<file path="src/rtl/alu_sequencer.sv">
// -----------------------------------------------------------------------------
// alu_sequencer
//
// Issue-side controller for a 16-bit combinational ALU. Accepts instruction
// words over a valid/ready handshake, reads operands from an internal
// register file, and presents registered operands and an opcode to the ALU.
// One cycle later it captures the ALU result and writes it back to the
// destination register. Execution is strictly serial: one instruction is in
// flight at a time, retiring every three cycles.
//
// Instruction format: [15:12] op, [11:8] rd, [7:4] rs, [3:0] rt, imm8=[7:0]
//   0000 ADD  rd = rs + rt
//   0001 SUB  rd = rs - rt
//   0010 SLL  rd = rs << rt
//   0011 AND  rd = rs & rt
//   0100 LI   rd = zero-extended imm8 (issued as ADD 0 + imm8)
//   others    illegal: retire with err, no write-back
//
// Ports
//   clk          system clock, rising edge
//   rst_n        asynchronous active-low reset
//   instr_valid  instr holds a valid instruction
//   instr_ready  sequencer can accept an instruction (depends on state only)
//   instr        instruction word
//   alu_a        ALU operand A, registered
//   alu_b        ALU operand B, registered
//   alu_opcode   ALU opcode, registered
//   alu_result   combinational ALU result
//   done         one-cycle pulse: instruction retired
//   err          one-cycle pulse with done: illegal opcode
//   wb_data      value written back, valid while done=1 (0 for illegal ops)
//   retired_cnt  count of retired instructions, wraps at 0xFFFF
//   dbg_addr     debug register-file read address
//   dbg_data     rf[dbg_addr], combinational
// -----------------------------------------------------------------------------
module alu_sequencer #(
  parameter int DATA_W = 16,
  parameter int NREGS  = 16
) (
  input  logic              clk,
  input  logic              rst_n,
  input  logic              instr_valid,
  output logic              instr_ready,
  input  logic [15:0]       instr,
  output logic [DATA_W-1:0] alu_a,
  output logic [DATA_W-1:0] alu_b,
  output logic [3:0]        alu_opcode,
  input  logic [DATA_W-1:0] alu_result,
  output logic              done,
  output logic              err,
  output logic [DATA_W-1:0] wb_data,
  output logic [15:0]       retired_cnt,
  input  logic [3:0]        dbg_addr,
  output logic [DATA_W-1:0] dbg_data
);

  localparam logic [3:0] OP_ADD = 4'b0000;
  localparam logic [3:0] OP_SUB = 4'b0001;
  localparam logic [3:0] OP_SLL = 4'b0010;
  localparam logic [3:0] OP_AND = 4'b0011;
  localparam logic [3:0] OP_LI  = 4'b0100;

  typedef enum logic [1:0] {
    IDLE = 2'd0,
    EXEC = 2'd1,
    WB   = 2'd2
  } state_t;

  state_t            state;
  logic [DATA_W-1:0] rf [NREGS];
  logic [3:0]        rd_p0;
  logic              ill_p0;

  logic [3:0] f_op;
  logic [3:0] f_rd;
  logic [3:0] f_rs;
  logic [3:0] f_rt;
  logic [7:0] f_imm;

  assign f_op  = instr[15:12];
  assign f_rd  = instr[11:8];
  assign f_rs  = instr[7:4];
  assign f_rt  = instr[3:0];
  assign f_imm = instr[7:0];

  function automatic logic is_legal(input logic [3:0] op);
    case (op)
      OP_ADD, OP_SUB, OP_SLL, OP_AND, OP_LI: is_legal = 1'b1;
      default:                               is_legal = 1'b0;
    endcase
  endfunction

  function automatic logic [DATA_W-1:0] zext_imm(input logic [7:0] imm);
    zext_imm = {{(DATA_W-8){1'b0}}, imm};
  endfunction

  assign dbg_data = rf[dbg_addr];

  always_ff @(posedge clk or negedge rst_n) begin
    if (!rst_n) begin
      state       <= IDLE;
      instr_ready <= 1'b1;
      rd_p0       <= '0;
      ill_p0      <= 1'b0;
      alu_a       <= '0;
      alu_b       <= '0;
      alu_opcode  <= '0;
      done        <= 1'b0;
      err         <= 1'b0;
      wb_data     <= '0;
      retired_cnt <= '0;
      for (int i = 0; i < NREGS; i++) begin
        rf[i] <= '0;
      end
    end else begin
      // done/err are single-cycle pulses; only the EXEC edge raises them
      done <= 1'b0;
      err  <= 1'b0;
      case (state)
        // Issue stage: sample instr, read operands, drive the ALU
        IDLE: begin
          if (instr_valid) begin
            rd_p0  <= f_rd;
            ill_p0 <= !is_legal(f_op);
            if (f_op == OP_LI) begin
              alu_a      <= '0;
              alu_b      <= zext_imm(f_imm);
              alu_opcode <= OP_ADD;
            end else begin
              alu_a      <= rf[f_rs];
              alu_b      <= rf[f_rt];
              alu_opcode <= f_op;
            end
            instr_ready <= 1'b0;
            state       <= EXEC;
          end
        end
        // Execute stage: ALU has settled, capture and retire
        EXEC: begin
          if (ill_p0) begin
            wb_data <= '0;
            err     <= 1'b1;
          end else begin
            rf[rd_p0] <= alu_result;
            wb_data   <= alu_result;
          end
          done        <= 1'b1;
          retired_cnt <= retired_cnt + 16'd1;
          state       <= WB;
        end
        // Write-back stage: done/err visible this cycle, then reopen
        WB: begin
          instr_ready <= 1'b1;
          state       <= IDLE;
        end
        default: begin
          instr_ready <= 1'b1;
          state       <= IDLE;
        end
      endcase
    end
  end

endmodule

</file>
<file path="config.mk">
export PLATFORM = sky130hd
export DESIGN_NAME = alu_sequencer
export DESIGN_NICKNAME = d
export VERILOG_FILES = /design/src/rtl/alu_sequencer.sv
export SDC_FILE = /design/constraint.sdc
export NUM_CORES = 1
export LEC_CHECK = 0
export CAP_MARGIN = 20
export CORE_UTILIZATION = 45
export CTS_CLUSTER_DIAMETER = 120
export DETAILED_ROUTE_END_ITERATION = 10
export PLACE_DENSITY = 0.61
export SLEW_MARGIN = 5
export SYNTH_ARGS = -nofsm -noshare
export SYNTH_HDL_FRONTEND = slang
export SYNTH_SLANG_ARGS = --single-unit
</file>
<file path="constraint.sdc">
create_clock -name clk -period 4.2 [get_ports clk]
set_clock_uncertainty 0.1 [all_clocks]
set_input_delay 1.26 -clock clk [delete_from_list [all_inputs] [get_ports clk]]
set_output_delay 1.26 -clock clk [all_outputs]
set_load 0.05 [all_outputs]
</file>
-- Yosys cells after proc, flatten, opt, wreduce, memory -nomap -nowiden
Index checks and enable logic that the tools add are counted.
- flip-flop bits (word level): 334
- input bits: 39
- output and inout port bits: 87
- word-level logic and storage cells: 79
- add/sub/neg operators: 1
- order comparisons: 5
- equality and inequality tests: 6
- muxes and demuxes: 26
- bitwise operators: 6
- reductions and logical operators: 8
- operator list (kind ; count):
    256-bit bitwise mux ; 1
    16-bit binary-select mux with 4-bit select ; 3
    16-bit two-way mux ; 10
    16-bit demux with 4-bit select ; 1
    5-bit >= comparator, second input constant ; 4
    4-bit NOT with 5-bit output ; 4
    16-bit by 1-bit adder with 16-bit output, second input constant ; 1
    4-bit by 2-bit equality test with 1-bit output, second input constant ; 2
    1-bit two-way mux ; 7
    2-bit AND reduction ; 3
    5-bit by 1-bit less-than comparator with 1-bit output, second input constant ; 1
    5-bit OR reduction ; 1
    4-bit by 1-bit equality test with 1-bit output, second input constant ; 1
    4-bit by 3-bit equality test with 1-bit output, second input constant ; 1
    4-bit logical NOT ; 1
    4-bit two-way mux ; 1
    2-bit one-hot mux with 2 select lines ; 1
    2-bit by 1-bit equality test with 1-bit output, second input constant ; 1
    2-bit logical NOT ; 1
    2-bit two-way mux ; 1
    2-bit inequality test, second input constant ; 1
    1-bit NOT ; 2
    1-bit one-hot mux with 2 select lines ; 1
    1-bit logical AND ; 1
    1-bit logical NOT ; 1

-- Longest topological paths before layout
- word-level depth: 6
- gate-level depth with buffers: 7
- mapped depth without buffers: 6

-- Least setup slack after synthesis
OpenSTA, ideal clock, no wires.
- path type: input port to output port
- from: input dbg_addr[0]
- to: output dbg_data[0]
- arrival: 2.925 ns
- data required time: 2.840 ns
- path slack: -0.085 ns
- stages: 4
- buffers on the path: 2
- cells stage by stage: buf_2 buf_2 mux4_2 mux4_2
- word-level cells in the longest chain between the ends: 4
- ends and longest elaborated chain (what ; line ; source):
    from (decl) ; 53 ; input logic [3:0] dbg_addr,
    4-bit NOT with 5-bit output (not written as such) ; 97 ; assign dbg_data = rf[dbg_addr];
    16-bit binary-select mux with 4-bit select ; 97 ;
    16-bit two-way mux (not written as such) (2 in a row) ; 97 ;
    to (decl) ; 54 ; output logic [DATA_W-1:0] dbg_data
Every way passes these cells. The select of a mux whose other input is x is not followed.

-- Worst setup path in the final report
- from: input dbg_addr[0]
- to: output dbg_data[2]
Same word-level chain as after synthesis.

==> impl_metrics.ini <==
[cells_and_area]
fillCellCount = 3265
area_growth_pct = 19.9
nets = 1353
regArea_sq_um = 8360
fin_util = 0.553
multi_input_area_sq_um = 9690
n_antenna_cell = 0
finalNonFillerCells = 1867
drive_above_1_share = 0.472

[worst_setup_path]
reg2reg_depth = 6
critPathKind = input port to primary output
critPathLaunchType = input port
rrSetupSlack_ps = 1490
cp-endpoint = dbg_data[2]
crit_arrival_ps = 2800
timing.rr.start = state[1]
r2r_end = rf[198]
required_ps = 2840
crit_path_max_fanout = 6
crit_path_start = dbg_addr[0]
end_kind = primary output

[synthesis]
synth-compound-area-share = 0.0207
synth-xor-area-share = 0.00709
synth_top_area_share = 0.449
synth_warnings = 0
muxShareOfSynthArea = 0.452
synthAdderAreaFrac = 0.000675
syn-num-nets = 1243
netlist_instances = 1203
synth_area_leaders = dfrtp_1, mux4_2, mux2_2
synth_top_cell_by_area = dfrtp_1
synth-simple-area-share = 0.0414
synth_top_family_by_area = multiplexers
ys_types = 44
yosys_register_bits = 334
synth_area_sq_um = 18500
ys_seq_area_frac = 0.451
avgSynthCellArea_sq_um = 15.4

[route]
avgViaCountPerCell = 6.43
dr.pass1.iters = 4
drt-wirelength-per-cell_um = 29.6
antenna_left = 0
drt_iter0_markers = 1166
drc_errors = 0
route.vias.total = 12006
wirelength_um = 55300

[clock_network]
clk_latency_ps = 550
cts-htree-levels = 2
cts_tree = done
path_clk_slew_ps = 60
hold_buffers = 0
cts_inserted_buffers = 39
cts_root_buf = clkbuf_16
clock_sinks = 334
cts_setup_buffers = 0
cts.path.max_buffers = 3

[timing]
rsz0062_at_grt = no
fin_ws_ps = 43.2
period_share = 0.990
max_freq_ghz = 0.241
hold_viol = 0
worst_pin_slew_ps = 841
max_slew_margin = 0.439
slew_violations = 0
finalSetupViolCount = 0
period_minus_slack_ps = 4160

[min_path]
hp-start = retired_cnt[15]
hold_class = register to register
holdPathStages = 1

[die]
die_w_um = 205
io_pins = 126
core.rowCount = 73
core_area_sq_um = 40200
die_area_sq_um = 42000
die_y_um = 205
initial_utilization = 0.461

[pwr]
p_leak_nw = 9.34
powerDensity_nw_per_um2 = 581
ir_drop_uv = 258
power_mw = 12.9

[placement]
gp_congestion = 0.820
placed_cells = 1793
port_buffers = 125
pre_cts_slack_ps = -160
dp_hpwl_um = 34400

[run]
maxCapViolCount = 0

[global_routing]
grt_pass1_vias = 12069
grt_max_degree = 95
grt_overflow = 0
antenna_found_initial = 1
grtUsageTotal = 0.272
grt_pass1_wl_um = 83300

[status]
outcome = finished clean
state kept, by name (all words and copies together) (netlist names):
name	flops
alu_b	16
retired_cnt	16
alu_a	16
instr_ready	1
alu_opcode	4
ill_p0	1
rf	256
state	2
rd_p0	4
done	1
err	1
wb_data	16
Yosys cell counts (all sizes together):
cell       n
ha         1
xor2       1
and2       4
a211o      1
a22oi      5
nand2b     1
nand2     78
xnor2     14
nor4b      3
dfrtp    333
nand4      3
buf       57
nand3b    16
nor3       1
clkbuf    56
nor4       2
and4       4
nand4b     1
nand3      7
a31oi      6
a21oi      1
a2111oi    2
mux2i     75
o21ai      2
or4b       1
mux2     261
dfstp      1
mux4     208
and3       4
nor2      12
a22o      25
inv        4
a311oi     2
o22ai      5
nor2b      6
metrics by stage:
step,TNS [ps],cell area (sq um),hold slack [ps]
floorplan,0,18600,395
global placement,-1730,20600,351
detailed placement,-1970,20600,362
CTS,-52.0,22100,375
global route,0,22200,394
finish,0,22200,367
layout make-up:
cell class | instances | area share
sequential | 334 | 0.376
multi-input combinational | 752 | 0.436
timing repair buffer | 182 | 0.0935
clock inverter | 14 | 0.0110
tap | 525 | 0.0296
inverter | 4 | 0.000675
clock buffer | 56 | 0.0532
cells in the final DEF (no fill, tap or decap), drive strengths merged, types with 4 or more instances in the layout:
master         count
mux2i             75
and2               4
o22ai              5
and3               4
and4               4
a22o              25
clkbuf            58
clkinv             7
dfrtp            333
nor2              12
nand3b            16
nand2             78
bufinv             7
a22oi              5
a31oi              6
xnor2             14
nand3              7
clkdlybuf4s50     98
inv                4
mux2             261
buf               82
mux4             208
nor2b              6
repair_timing:
item | 4_1_cts | 5_1_grt
resized for setup | 16 | 7
pin swaps | 0 | 0
endpoints found under the setup margin | 16 | 11
gates cloned | 2 | 2
layer usage:
metal,track usage,share of wire
met5,0,0.00024
met4,0.0765,0.021
met3,0.0463,0.063
met2,0.416,0.47
met1,0.401,0.45
how the worst min path moves through the flow:
stage	end	slack, ps
detailed placement	wb_data[3]	360
global route	wb_data[4]	390
CTS	wb_data[3]	370
floorplan	instr_ready	390
global placement	wb_data[4]	350
finish	retired_cnt[15]	370
critical path, cell delays in order:
cell,delay [ps]
clkbuf_16,160
buf_16,150
mux4_2,490
mux4_2,540
buf_12,180
power by group:
group	switching [mW]	internal (mW)	leakage [nW]	total, mW
Clock	1.39	2.38	0.709	3.78
Combinational	1.90	2.24	4.47	4.14
Sequential	0.913	4.08	4.16	4.99
kinds of logic (layout without fill, tap and decap cells):
kind of cell	count (synthesis)	in the layout
mux	544	544
flops	334	334
simple gates	143	143
buf+inv	117	256
compound gates	49	49
xor+xnor	15	15
fa+ha+maj	1	1
Note: power is estimated with default switching activity, not from simulation.
